===== src/rtl/alu_pkg.sv =====
// Shared ALU writeback definitions: flag bit positions, branch
// condition codes and the writeback buffer state encoding.
package alu_pkg;

  localparam int FLAG_N = 3;
  localparam int FLAG_V = 2;
  localparam int FLAG_C = 1;
  localparam int FLAG_Z = 0;

  localparam logic [2:0] COND_AL = 3'b000;
  localparam logic [2:0] COND_EQ = 3'b001;
  localparam logic [2:0] COND_NE = 3'b010;
  localparam logic [2:0] COND_MI = 3'b011;
  localparam logic [2:0] COND_CS = 3'b100;
  localparam logic [2:0] COND_VS = 3'b101;
  localparam logic [2:0] COND_LT = 3'b110;
  localparam logic [2:0] COND_NV = 3'b111;

  localparam logic [1:0] ST_EMPTY = 2'd0;
  localparam logic [1:0] ST_ONE   = 2'd1;
  localparam logic [1:0] ST_FULL  = 2'd2;

endpackage


===== src/rtl/alu_cond_eval.sv =====
// Branch condition evaluation on the committed {N,V,C,Z} flags.
// Purely combinational.
module alu_cond_eval
  import alu_pkg::*;
(
  input  logic [3:0] flags,
  input  logic [2:0] cond_sel,
  output logic       cond_true
);

  always_comb begin
    cond_true = 1'b0;
    unique case (cond_sel)
      COND_AL: cond_true = 1'b1;
      COND_EQ: cond_true = flags[FLAG_Z];
      COND_NE: cond_true = ~flags[FLAG_Z];
      COND_MI: cond_true = flags[FLAG_N];
      COND_CS: cond_true = flags[FLAG_C];
      COND_VS: cond_true = flags[FLAG_V];
      COND_LT: cond_true = flags[FLAG_N] ^ flags[FLAG_V];
      COND_NV: cond_true = 1'b0;
    endcase
  end

endmodule


===== src/rtl/alu_wb_stage.sv =====
// ALU writeback stage: 2-entry result/flag buffer with flag commit on pop.
// Optional branch condition logic enabled by macro BRANCH_COND_EN.
module alu_wb_stage
  import alu_pkg::*;
#(
  parameter int DATA_W = 8,
  parameter int DEPTH  = 2
) (
  input  logic              clk,
  input  logic              rst_n,
  input  logic              in_valid,
  output logic              in_ready,
  input  logic [DATA_W-1:0] in_y,
  input  logic              in_n,
  input  logic              in_v,
  input  logic              in_c,
  input  logic              in_z,
  input  logic              in_flag_we,
  output logic              out_valid,
  input  logic              out_ready,
  output logic [DATA_W-1:0] out_y,
  output logic [3:0]        flags,
  input  logic [2:0]        cond_sel,
  output logic              cond_true,
  output logic [1:0]        occupancy
);

  logic [1:0]        state;
  logic [1:0]        state_n;
  logic [DATA_W-1:0] y0, y1;
  logic [3:0]        f0, f1;
  logic              we0, we1;
  logic [3:0]        flags_q;
  logic [3:0]        in_fl;
  logic              push;
  logic              pop;

  assign in_fl     = {in_n, in_v, in_c, in_z};
  assign in_ready  = (state != ST_FULL);
  assign out_valid = (state != ST_EMPTY);
  assign push      = in_valid & in_ready;
  assign pop       = out_valid & out_ready;
  assign out_y     = y0;
  assign flags     = flags_q;
  assign occupancy = state;

  always_comb begin
    state_n = state;
    case (state)
      ST_EMPTY: if (push) state_n = ST_ONE;
      ST_ONE: begin
        if (push && !pop) state_n = ST_FULL;
        else if (pop && !push) state_n = ST_EMPTY;
      end
      ST_FULL: if (pop) state_n = ST_ONE;
      default: state_n = ST_EMPTY;
    endcase
  end

  // Entry 0 is always the head; entry 1 only holds the second of two.
  always_ff @(posedge clk or negedge rst_n) begin
    if (!rst_n) begin
      state   <= ST_EMPTY;
      y0      <= '0;
      y1      <= '0;
      f0      <= '0;
      f1      <= '0;
      we0     <= 1'b0;
      we1     <= 1'b0;
      flags_q <= '0;
    end else begin
      state <= state_n;
      if (pop && we0) flags_q <= f0;
      case (state)
        ST_EMPTY: begin
          if (push) begin
            y0  <= in_y;
            f0  <= in_fl;
            we0 <= in_flag_we;
          end
        end
        ST_ONE: begin
          if (push && pop) begin
            y0  <= in_y;
            f0  <= in_fl;
            we0 <= in_flag_we;
          end else if (push) begin
            y1  <= in_y;
            f1  <= in_fl;
            we1 <= in_flag_we;
          end
        end
        ST_FULL: begin
          if (pop) begin
            y0  <= y1;
            f0  <= f1;
            we0 <= we1;
          end
        end
        default: ;
      endcase
    end
  end

  logic unused_depth;
  assign unused_depth = (DEPTH != 2);

`ifdef BRANCH_COND_EN
  alu_cond_eval u_cond (
    .flags     (flags_q),
    .cond_sel  (cond_sel),
    .cond_true (cond_true)
  );
`else
  logic unused_cond;
  assign unused_cond = ^cond_sel;
  assign cond_true   = 1'b0;
`endif

endmodule


===== config.mk =====
export PLATFORM = sky130hd
export DESIGN_NAME = alu_wb_stage
export DESIGN_NICKNAME = d
export VERILOG_FILES = /design/src/rtl/alu_pkg.sv /design/src/rtl/alu_cond_eval.sv /design/src/rtl/alu_wb_stage.sv
export SDC_FILE = /design/constraint.sdc
export NUM_CORES = 1
export LEC_CHECK = 0
export ABC_AREA = 1
export CELL_PAD_IN_SITES_DETAIL_PLACEMENT = 1
export CELL_PAD_IN_SITES_GLOBAL_PLACEMENT = 1
export CORE_ASPECT_RATIO = 1.75
export CORE_UTILIZATION = 37
export CTS_CLUSTER_DIAMETER = 50
export DETAILED_ROUTE_END_ITERATION = 8
export GPL_ROUTABILITY_DRIVEN = 0
export PLACE_DENSITY = 0.8
export RECOVER_POWER = 50
export SLEW_MARGIN = 20
export SYNTH_ARGS = -nofsm -noshare
export SYNTH_HDL_FRONTEND = slang
export SYNTH_HIERARCHICAL = 1
export SYNTH_SLANG_ARGS = --single-unit

===== constraint.sdc =====
create_clock -name clk -period 3.5 [get_ports clk]
set_clock_uncertainty 0.1 [all_clocks]
set_input_delay 0.525 -clock clk [delete_from_list [all_inputs] [get_ports clk]]
set_output_delay 0.525 -clock clk [all_outputs]
set_load 0.05 [all_outputs]

After elaboration in Yosys (flattened, before gate mapping)
Index checks and enable logic that the tools add are counted.

Bits in latches: 0. Word-level logic and storage cells: 47. ROM bits: 0. Flip-flop bits (word level): 32. Input port bits: 20. Memories: 0. Output and inout port bits: 17. RAM bits: 0.

$lt $le $gt $ge: 0. Multipliers: 0. Shifts and indexed selects: 0. Divide/modulo/power cells: 0. $add $sub $neg: 0. Bitwise operators: 3. Equal/unequal tests: 7. Mux-type cells: 17. Reduce and logical (&&, ||, !) cells: 12.

Operator list (count): $mux 8 (3); $pmux 8 s3 (1); $mux 4 (3); $pmux 4 s3 (1); $mux 2 (4); $ne 2x2->1 const B (4); $pmux 2 s3 (1); $reduce_and 3->1 (2); $logic_and 1x1->1 (4); $reduce_and 4->1 (1); $mux 1 (3); $ne 3x3->1 const B (1); $pmux 1 s3 (1); $reduce_bool 3->1 (1); $and 1x1->1 (2); $eq 2x1->1 const B (1); $eq 2x2->1 const B (1); $logic_not 1->1 (2); $logic_not 2->1 (1); $reduce_bool 2->1 (1); $not 1->1 (1).

Logic depth before layout (Yosys ltp)
Gate-level depths: netlist of the first run.

Word-level depth: 7. Gate-level depth with buffers: 7.

Worst setup path after synthesis of the first run
Ideal clock, no wire load.

Path type: reg2out. From: reg state[0] (netlist: occupancy[0]). To: out in_ready. Required time: 2.875 ns. Data arrival time: 1.306 ns. Path slack: 1.569 ns. Cell stages (with the launch flop): 4. Path buffers: 1. Path through: dfrtp_1 inv_2 nand2_2 buf_2.

Word-level cells in the longest chain between the ends: 1.

Ends and longest elaborated chain: from (decl) (line alu_wb_stage.sv:28) `logic [1:0] state;`; from (signal assigned) (line alu_wb_stage.sv:72) `state <= state_n;`; $ne 2x2->1 (line alu_wb_stage.sv:39) `assign in_ready = (state != ST_FULL);`; to (decl) (line alu_wb_stage.sv:12) `output logic in_ready,`.

No other way between the ends.

Worst setup path in the final report of the first run
From: reg state[1] (netlist: occupancy[1]). To: out in_ready.

The elaborated chain is that of the path after synthesis.

==> metrics.md, run 1 <==
| Metric | Value |
|---|---|
| Outcome | complete, but fails checks |
| Failing checks | capacitance limit, slew limit |
| Fin Setup TNS | 0 ns |
| Clock Pin Slew Worst Setup and Hold Paths | 0.07 ns |
| FF+latch count, synth | 32 |
| Hold crit path type | register to register |
| Dpl cell area | 0.001843 sq mm |
| Skew-Pair Late Insertion Delay | 0.28 ns |
| Final Max Slew Viols | 33 |
| Maximum fanout along the worst path | 15 |
| PwrDens | 986.5 mW/mm^2 |
| Detailed Route WL | 3452 um |
| Area added between synthesis and finish | 30.60% |
| Number of vias per cell | 4.825 |
| Syn Area/Cell | 7.754 sq um |
| Yosys warnings | 6 |
| Crit path time final | 2.681 ns |
| Switching pwr | 853.2 uW |
| Die H | 86.13 um |
| Setup violators final | 0 |
| Final Cell Area | 0.001954 sq mm |
| Worst slew pin tran | 1.766 ns |
| Fin Hold WS | 0.3741 ns |
| Initial antenna violation count | 0 |
| Routed wire per std cell | 12.60 um |
| Final-stage net count | 245 |
| Drt pass-1 iters | 4 |
| First-pass GRT wire length | 6382 um |
| Sequential Power Share | 0.332 |
| Share of post-route cells with drive strength above 1 | 0.06195 |
| Pint | 1.075 mW |
| DRC violations left | 0 |
| # rows | 30 |
| Peak Freq | 0.3730 GHz |
| Via count | 1322 |
| Fill count | 479 |
| Gr usage total | 0.1955 |
| Slowest stage cell, crit path | clkdlybuf4s50_1 |
| Starting Density | 0.3871 |
| Detail Placement HPWL | 2426 um |
| Synth cell types | 13 |
| Critical path endpoint category | primary output |
| Worst-path cell chain | buf_4, nand2_2, clkdlybuf4s50_1 |
| Largest net degree at the start of global routing | 33 |
| Syn nets | 213 |
| Switching share of total power | 0.4425 |
| Remaining antenna violation count | 0 |
| Max_slew headroom | -0.1775 |
| Number of inserted diodes | 0 |
| Arrival @ worst endpoint | 2.06 ns |
| Postcts setup bufs | 0 |
| Die W | 50.08 um |
| Synthesized instance count | 193 |
| Clk root buf | clkbuf_8 |
| CP max stage delay | 0.86 ns |
| Leak | 1.040 nW |
| Critical Path Start Type | register |
| VDD IR max | 441.8 uV |
| H-tree Lvls | 2 |
| RSZ-0062 raised after global routing | false |
| Comb pwr share | 0.467 |
| Tcrit/Tclk final | 0.7660 |
| Mapped cell area | 0.001496 sq mm |
| CTS Buf Count | 5 |
| Longest Clk Path Bufs | 2 |
| IO Pins | 37 |
| Clock Power Share | 0.201 |
| # clock sinks | 32 |
| WP data required | 2.87 ns |
| CTS tree | done |
| Starting DRT DRC Count | 12 |
| Core outline area | 0.003866 sq mm |
| Final-report hold violation count | 0 |
| Die footprint | 0.004313 sq mm |
| Vias in the first global route | 1362 |
| Hold buffers post-CTS | 0 |
| I/O Buffers | 32 |
| WS Path Type | register to primary output |
| Max-Cap Viols | 1 |
| Grt ovf | 0 |
| Crit path buffers/inverters | 2 |
| Post-cts sizing count | 0 |
| Family with the most delay on the worst path | buffers and inverters |
| Sequential fraction of the synthesis area | 0.5351 |
## power groups by stage
stage	sequential, mW	clock (mW)	combinational [mW]
final	0.640	0.388	0.900
after global routing	0.658	0.413	0.996
after CTS	0.642	0.398	0.920
after global placement	0.641	0	0.891
after floorplan	0.886	0	0.389
after detailed placement	0.648	0	0.911
## metal layers
metal	vias to the layer above	GRT usage	part of all wire	wire, um
met5	-	0	0	0
met4	0	0.1013	0.030	103
met3	10	0.05142	0.026	91
met2	23	0.3127	0.52	1812
met1	628	0.2364	0.42	1444
li1	661	-	-	-
## final timing paths
kind / startpoint / endpoint / slack [ns] / depth (start not counted)
setup / recovery: occupancy[1]$_DFFE_PN0P_ / in_ready / 0.82 / 3
hold / removal: f0[0]$_DFFE_PN0P_ / flags[0]$_DFFE_PN0P_ / 0.37 / 2
setup reg to reg: occupancy[0]$_DFFE_PN0P_ / out_y[4]$_DFFE_PN0P_ / 1.44 / 6
hold reg to reg: f0[0]$_DFFE_PN0P_ / flags[0]$_DFFE_PN0P_ / 0.37 / 2
max in group asynchronous: rst_n / we1$_DFFE_PN0P_ / 1.13 / 2
min in group asynchronous: rst_n / occupancy[0]$_DFFE_PN0P_ / 1.15 / 2
## logic make-up (layout without fill, tap and decap cells)
family / after synthesis / count (layout) / synth area share
compound gates: 15 / 15 / 0.05017
buf+inv: 27 / 60 / 0.07776
flops: 32 / 32 / 0.5351
other cells: 1 / 1 / 0.002506
simple gates: 118 / 118 / 0.3344
## cells in the final DEF, fill, tap and decap left out
| cell type | Yosys | final |
|---|---|---|
| a21oi_1 | 1 | 1 |
| buf_4 | 2 | 1 |
| bufinv_16 | 0 | 1 |
| clkbuf_1 | 1 | 1 |
| clkbuf_8 | 0 | 7 |
| clkdlybuf4s50_1 | 0 | 30 |
| conb_1 | 1 | 1 |
| dfrtp_1 | 32 | 32 |
| dlygate4sd3_1 | 0 | 2 |
| inv_1 | 16 | 16 |
| inv_2 | 2 | 2 |
| nand2_1 | 83 | 85 |
| nand2_2 | 5 | 3 |
| nand3_1 | 29 | 29 |
| nand4_1 | 0 | 1 |
| o21ai_0 | 14 | 14 |
## area by class of cell
class                      instances  area [sq um]  area share
sequential                        32         800.8      0.4097
multi-input combinational        134         568.0      0.2907
timing repair buffer              34         331.6      0.1697
clock buffer                       7         96.34     0.04930
inverter                          18         67.56     0.03457
tap                               48         60.06     0.03073
clock inverter                     1         30.03     0.01536
## tightest hold or removal path: cells and delay by family, from the launching register on
| kind | cells | cell delay [ns] |
|---|---|---|
| flip-flops | 1 | 0.35 |
| AND/OR/NAND/NOR | 2 | 0.10 |
## per-stage QoR
stage	worst slack [ns]	instances	total power [mW]	utilization
2_1_floorplan	1.569	193	1.275	-
3_3_place_gp	1.128	266	1.532	0.4767
3_5_place_dp	1.121	266	1.559	0.4767
4_1_cts	0.7905	274	1.961	0.5094
5_1_grt	0.7348	274	2.067	0.5055
6_report	0.8191	274	1.928	0.5055
## state kept, by name (all words and copies together), names as in the netlist
register and cells:
we0 1, y1 8, flags 4, f1 4, occupancy 2, we1 1, out_y 8, f0 4
## cells in the mapped netlist (all sizes together)
master / number / share of area
conb: 1 / 0.0025
o21ai: 14 / 0.047
nand4: 1 / 0.0084
nand2: 88 / 0.23
nand3: 29 / 0.097
dfrtp: 32 / 0.54
clkbuf: 1 / 0.0025
buf: 8 / 0.030
a21oi: 1 / 0.0033
inv: 18 / 0.045
Power figures use the tool's default switching activity.
==> run 2: changes to the inputs <==
- CORE_UTILIZATION: 37 -> 35
- PLACE_DENSITY: 0.8 -> 0.76
- clock period: 3.5 -> 2.5 ns (I/O delays scaled with it)
==> run 2 against run 1 <==
  * The run now ends clean
  * Wire length up 0.32%
  * Via count down 0.76%
  * Critical path depth up 1
  * First-iteration DRC count up 25%
  * Flip-flop and latch count unchanged
  * Sequential power up 40%
  * Final area down 0.45%
  * Final cell count up 1.5%
  * Sequential share of layout area up 0.18 points
  * Setup slack worse by 0.36 ns
  * Register-to-register slack worse by 0.89 ns
  * Non-clock buffer count up 3
  * Largest cell class unchanged
  * Largest power group unchanged
  * Highest routed layer unchanged
==> metrics.md, run 2 (same netlist as run 1, synthesis figures left out) <==
| Metric | Value |
|---|---|
| Outcome | completed |
| Gr usage total | 0.1855 (-0.01007) |
| CTS Buf Count | 5 (unchanged) |
| Reg2reg setup slack | 0.55 ns (-0.89 ns) |
| WP data required | 2.03 ns (-0.84 ns) |
| DRC violations left | 0 (unchanged) |
| Die H | 88.50 um (+2.8%) |
| Clock Pin Slew Worst Setup and Hold Paths | 0.06 ns (about the same) |
| Postcts setup bufs | 0 (unchanged) |
| Grt ovf | 0 (unchanged) |
| Hold crit path type | register to register |
| Worst slew pin tran | 0.9345 ns (-0.8317 ns) |
| Most frequent cells in the layout | 83 x nand2_1, 32 x dfrtp_1, 29 x nand3_1, 29 x clkdlybuf4s50_1, 17 x inv_1 |
| Max_slew headroom | 0.3770 (+0.5545) |
| Leak | 1.041 nW (about the same) |
| Die W | 51.43 um (+2.7%) |
| Critical Path Sink | in_ready |
| Commonest non-fill, non-tap cell in the layout | nand2_1 |
| Largest net degree at the start of global routing | 33 (unchanged) |
| Share of post-route cells with drive strength above 1 | 0.08297 (+0.02102) |
| Post-cts sizing count | 0 (unchanged) |
| # clock sinks | 32 (unchanged) |
| Critical Path Start Type | register |
| Max-Cap Viols | 0 (-1) |
| Finished Layout Cells | 278 (+1.5%) |
| Skew-Pair Late Insertion Delay | 0.28 ns (about the same) |
| Core outline area | 0.004111 sq mm (+6.3%) |
| WS Path Type | register to primary output |
| Dpl ws | 0.5552 ns (-0.5659 ns) |
| Longest Clk Path Bufs | 2 (unchanged) |
| IO Pins | 37 (unchanged) |
| Detail Placement HPWL | 2534 um (+4.5%) |
| CTS tree | done |
| Crit. Startpoint | occupancy[0]$_DFFE_PN0P_ |
| H-tree Lvls | 2 (unchanged) |
| Setup violators final | 0 (unchanged) |
| Post-Route Utilization | 0.4732 (-0.03228) |
| R2R Path Start | occupancy[1]$_DFFE_PN0P_ |
| Clk root buf | clkbuf_8 |
| Die footprint | 0.004552 sq mm (+5.5%) |
| Drt pass-1 iters | 4 (unchanged) |
| PwrDens | 1323 mW/mm^2 (+34%) |
| Peak Freq | 0.4912 GHz |
| Crit path time final | 2.036 ns |
| Fin Setup TNS | 0 ns (unchanged) |
| Via count | 1312 (-0.76%) |
| VDD IR max | 621.4 uV (+41%) |
| Hold buffers post-CTS | 0 (unchanged) |
| Final-report hold violation count | 0 (unchanged) |
| Routed wire per std cell | 12.46 um (-1.1%) |
| Worst Setup Slack, final | 0.4640 ns (-0.3551 ns) |
| Detailed Route WL | 3463 um (+0.32%) |
| Vias in the first global route | 1341 (-1.5%) |
| Total Power | 2.574 mW (+34%) |
| Worst r2r path cells | 5 (-1) |
| Starting Density | 0.3640 (-0.02309) |
| Final-stage net count | 248 (+1.2%) |
| Initial antenna violation count | 0 (unchanged) |
| Remaining antenna violation count | 0 (unchanged) |
| Final Max Slew Viols | 0 (-100%) |
| Reg-to-Reg End | y1[7]$_DFFE_PN0P_ |
| Tcrit/Tclk final | 0.8144 |
| Critical path endpoint category | primary output |
| Number of vias per cell | 4.719 (-2.2%) |
| Arrival @ worst endpoint | 1.56 ns (-0.50 ns) |
| Area added between synthesis and finish | 30.02% |
| # rows | 31 (+3.3%) |
| I/O Buffers | 32 (unchanged) |
| Starting DRT DRC Count | 15 (+3) |
| Maximum fanout along the worst path | 17 (+2) |
| Number of inserted diodes | 0 (unchanged) |
| RSZ-0062 raised after global routing | false |
| Dpl cells | 270 (+1.5%) |
| First-pass GRT wire length | 6306 um (-1.2%) |
==> run 2: critical path, stage by stage (launching register included) <==
cell	delay [ns]
dfrtp_1	0.44
inv_2	0.27
nand2_2	0.16
buf_4	0.21
buf_4	0.19
==> run 2: cell type report <==
type / instances / area (sq um)
Multi-Input combinational cell: 134 / 579.3
Clock buffer: 8 / 90.09
Tap cell: 49 / 61.31
Sequential cell: 32 / 800.8
Timing Repair Buffer: 37 / 346.6
Inverter: 18 / 67.56
Fill cell: 539 / 2166
==> run 2: power by group <==
part	switching (mW)	internal [mW]	total (mW)	leakage [nW]
clock	0.174	0.224	0.398	0.0455
sequential	0.135	0.759	0.895	0.399
combinational	0.875	0.407	1.28	0.596
total	1.18	1.39	2.57	1.04
==> run 2: worst min path at each step <==
stage / start / endpoint / slack (ns) / depth (start not counted)
floorplan: rst_n / f0[0]$_DFFE_PN0P_ / -0.02 / 0
global placement: f0[0]$_DFFE_PN0P_ / flags[0]$_DFFE_PN0P_ / 0.35 / 2
detailed placement: f0[2]$_DFFE_PN0P_ / flags[2]$_DFFE_PN0P_ / 0.36 / 2
CTS: f0[2]$_DFFE_PN0P_ / flags[2]$_DFFE_PN0P_ / 0.38 / 2
global route: out_y[0]$_DFFE_PN0P_ / out_y[0]$_DFFE_PN0P_ / 0.40 / 2
finish: f0[2]$_DFFE_PN0P_ / flags[2]$_DFFE_PN0P_ / 0.37 / 2
==> run 2: per-stage QoR <==
step	hold slack [ns]	instance area [sq um]
global placement	0.3528	1862
detailed placement	0.3582	1862
floorplan	-0.02059	1496
global route	0.4044	1946
finish	0.3703	1946
CTS	0.3753	1952
==> run 2: routing by layer <==
metal	global-route usage	up-vias	routed length [um]
met1	0.2238	615	1491
met4	0.07371	0	71
li1	-	669	-
met3	0.04124	6	94
met2	0.3152	22	1805
met5	0	-	0
==> run 3: changes to the inputs <==
- clock period: 2.5 -> 2 ns (I/O delays scaled with it)
==> run 3 against run 2 <==
  * Power rose by 29%
  * Wire length increased by 1.2%
  * Core utilization is 1.1 points higher
  * Final cell count is 0.36% higher
  * Combinational power rose by 31%
  * Via count increased by 1.3%
  * Non-clock buffer count increased by 1
  * Clock-buffer cell count down 2
  * Setup slack worse by 0.37 ns
  * Critical path type unchanged
  * Largest cell class unchanged
==> metrics.md, run 3 (same netlist as run 1, synthesis figures left out) <==
| Metric | Value |
|---|---|
| Outcome | completed |
| WHS Path Cells | 2 (unchanged) |
| Grt ovf | 0 (unchanged) |
| Hold buffers post-CTS | 0 (unchanged) |
| Critical Path Start Type | register |
| PwrDens | 1667 mW/mm^2 (+26%) |
| Worst-path cell chain | inv_2, nand2_2, buf_12 |
| CP max stage delay | 0.44 ns (about the same) |
| Max_slew headroom | 0.4602 (+0.08324) |
| Die W | 51.43 um (unchanged) |
| Die H | 88.50 um (unchanged) |
| Starting Density | 0.3640 (unchanged) |
| Detail Placement HPWL | 2512 um (-0.88%) |
| Top Layer Used | met4 |
| Share of post-route cells with drive strength above 1 | 0.1130 (+0.03007) |
| Critical path endpoint category | primary output |
| Routed wire per std cell | 12.57 um (+0.88%) |
| Hold path startpoint | f0[2]$_DFFE_PN0P_ |
| Switching share of total power | 0.4591 (-0.0009988) |
| Reg-to-Reg End | out_y[2]$_DFFE_PN0P_ |
| Max-Cap Viols | 0 (unchanged) |
| # rows | 31 (unchanged) |
| CTS tree | done |
| Dpl cell area | 0.001902 sq mm (+2.2%) |
| Detailed Route WL | 3506 um (+1.2%) |
| Met2 Wirelength | 1813 um (+0.44%) |
| Number of vias per cell | 4.763 (+0.93%) |
| Reg2reg setup slack | 0.32 ns (-0.23 ns) |
| Final-report hold violation count | 0 (unchanged) |
| Most frequent cells in the layout | 83 x nand2_1, 32 x dfrtp_1, 29 x nand3_1, 26 x clkdlybuf4s50_1, 16 x inv_1 |
| Commonest non-fill, non-tap cell in the layout | nand2_1 |
| Setup violators final | 0 (unchanged) |
| Gr usage total | 0.1829 (-0.002567) |
| WS Path Type | register to primary output |
| Sequential Power Share | 0.337 (-0.011) |
| Post-cts sizing count | 0 (unchanged) |
| Largest net degree at the start of global routing | 33 (unchanged) |
| Finished Layout Cells | 279 (+0.36%) |
| H-tree Lvls | 2 (unchanged) |
| Clock Power Share | 0.156 (about the same) |
| Pint | 1.794 mW (+29%) |
| Number of inserted diodes | 0 (unchanged) |
| Vias in the first global route | 1312 (-2.2%) |
| Worst Hold Path EP | flags[2]$_DFFE_PN0P_ |
| # clock sinks | 32 (unchanged) |
| Crit path time final | 1.904 ns |
| Slowest stage cell, crit path | dfrtp_1 |
| Initial antenna violation count | 0 (unchanged) |
| Drt pass-1 iters | 4 (unchanged) |
| Comb pwr share | 0.507 (+0.009) |
| First-pass GRT wire length | 6106 um (-3.2%) |
| WP data required | 1.60 ns (-0.43 ns) |
| Final-stage net count | 249 (+0.40%) |
| RSZ-0062 raised after global routing | false |
| Area added between synthesis and finish | 32.94% |
| Skew-Pair Late Insertion Delay | 0.29 ns (about the same) |
| Starting DRT DRC Count | 20 (+5) |
| Postcts setup bufs | 0 (unchanged) |
| Leak | 1.071 nW (+2.9%) |
| Post-Route Utilization | 0.4839 (+0.01065) |
| Switching pwr | 1.522 mW (+29%) |
| Longest Clk Path Bufs | 2 (unchanged) |
| IO Pins | 37 (unchanged) |
| Clock Pin Slew Worst Setup and Hold Paths | 0.06 ns (about the same) |
| Total Power | 3.316 mW (+29%) |
| DRC violations left | 0 (unchanged) |
| Peak Freq | 0.5252 GHz |
| Hold crit path type | register to register |
| Fin Setup TNS | 0 ns (unchanged) |
| Metal3 WL | 99 um (+5.3%) |
| Core outline area | 0.004111 sq mm (unchanged) |
| Maximum fanout along the worst path | 17 (unchanged) |
| Met1 Routed Length | 1497 um (+0.40%) |
| Die footprint | 0.004552 sq mm (unchanged) |
| Arrival @ worst endpoint | 1.50 ns (-0.06 ns) |
| Worst slew pin tran | 0.8096 ns (-0.1249 ns) |
| I/O Buffers | 32 (unchanged) |
| Final Cell Area | 0.001989 sq mm (+2.3%) |
| Via count | 1329 (+1.3%) |
| Final Max Slew Viols | 0 (unchanged) |
| Worst r2r path cells | 6 (+1) |
| Dpl cells | 271 (+0.37%) |
| CTS Buf Count | 5 (unchanged) |
| R2R Path Start | occupancy[0]$_DFFE_PN0P_ |
| VDD IR max | 741.9 uV (+19%) |
| Clk root buf | clkbuf_8 |
| Remaining antenna violation count | 0 (unchanged) |
| Tcrit/Tclk final | 0.9520 |
==> run 3: changes by cell type in the layout (fill, tap and decap cells not counted), sizes merged <==
cell and change:
clkbuf -2, clkdlybuf4s50 -3, clkinv +2, buf +3
dlygate4sd3 +1
==> run 3: metrics by stage <==
stage / worst slack (ns) / hold WS, ns
finish: 0.09591 / 0.3721
global route: 0.03545 / 0.3939
CTS: 0.06571 / 0.3278
detailed placement: 0.2890 / 0.3595
global placement: 0.3141 / 0.3536
floorplan: 0.2180 / -0.09559
==> run 3: critical path: cells and delay by family, from the launching register on <==
family	cells	cell delay [ns]
DFF	1	0.44
and+or+nand+nor	1	0.26
buffers and inverters	2	0.50
==> run 3: worst max path at each step <==
stage | to | start
floorplan | out_y[1]$_DFFE_PN0P_ | occupancy[0]$_DFFE_PN0P_
global placement | out_y[7]$_DFFE_PN0P_ | occupancy[0]$_DFFE_PN0P_
detailed placement | out_y[2]$_DFFE_PN0P_ | occupancy[0]$_DFFE_PN0P_
CTS | in_ready | occupancy[0]$_DFFE_PN0P_
global route | in_ready | occupancy[0]$_DFFE_PN0P_
finish | in_ready | occupancy[0]$_DFFE_PN0P_
==> run 3: power groups by stage <==
| stage | Clock [mW] | Combinational, mW | Sequential (mW) |
|---|---|---|---|
| 2_1_floorplan | 0 | 0.681 | 1.55 |
| 3_3_place_gp | 0 | 1.67 | 1.12 |
| 3_5_place_dp | 0 | 1.70 | 1.13 |
| 4_1_cts | 0.532 | 1.71 | 1.12 |
| 5_1_grt | 0.560 | 1.85 | 1.16 |
| 6_report | 0.517 | 1.68 | 1.12 |
==> run 3: area by class of cell <==
class | instances | area (sq um)
sequential | 32 | 800.8
clock inverter | 2 | 10.01
multi-input combinational | 134 | 579.3
fill | 536 | 2122
inverter | 18 | 67.56
clock buffer | 6 | 82.58
timing repair buffer | 38 | 387.9
tap | 49 | 61.31
==> run 3: metal layers <==
metal  GRT usage  up-vias
li1            -      673
met1      0.2156      618
met2      0.3022       28
met3     0.04296       10
met4     0.09828        0
met5           0        -
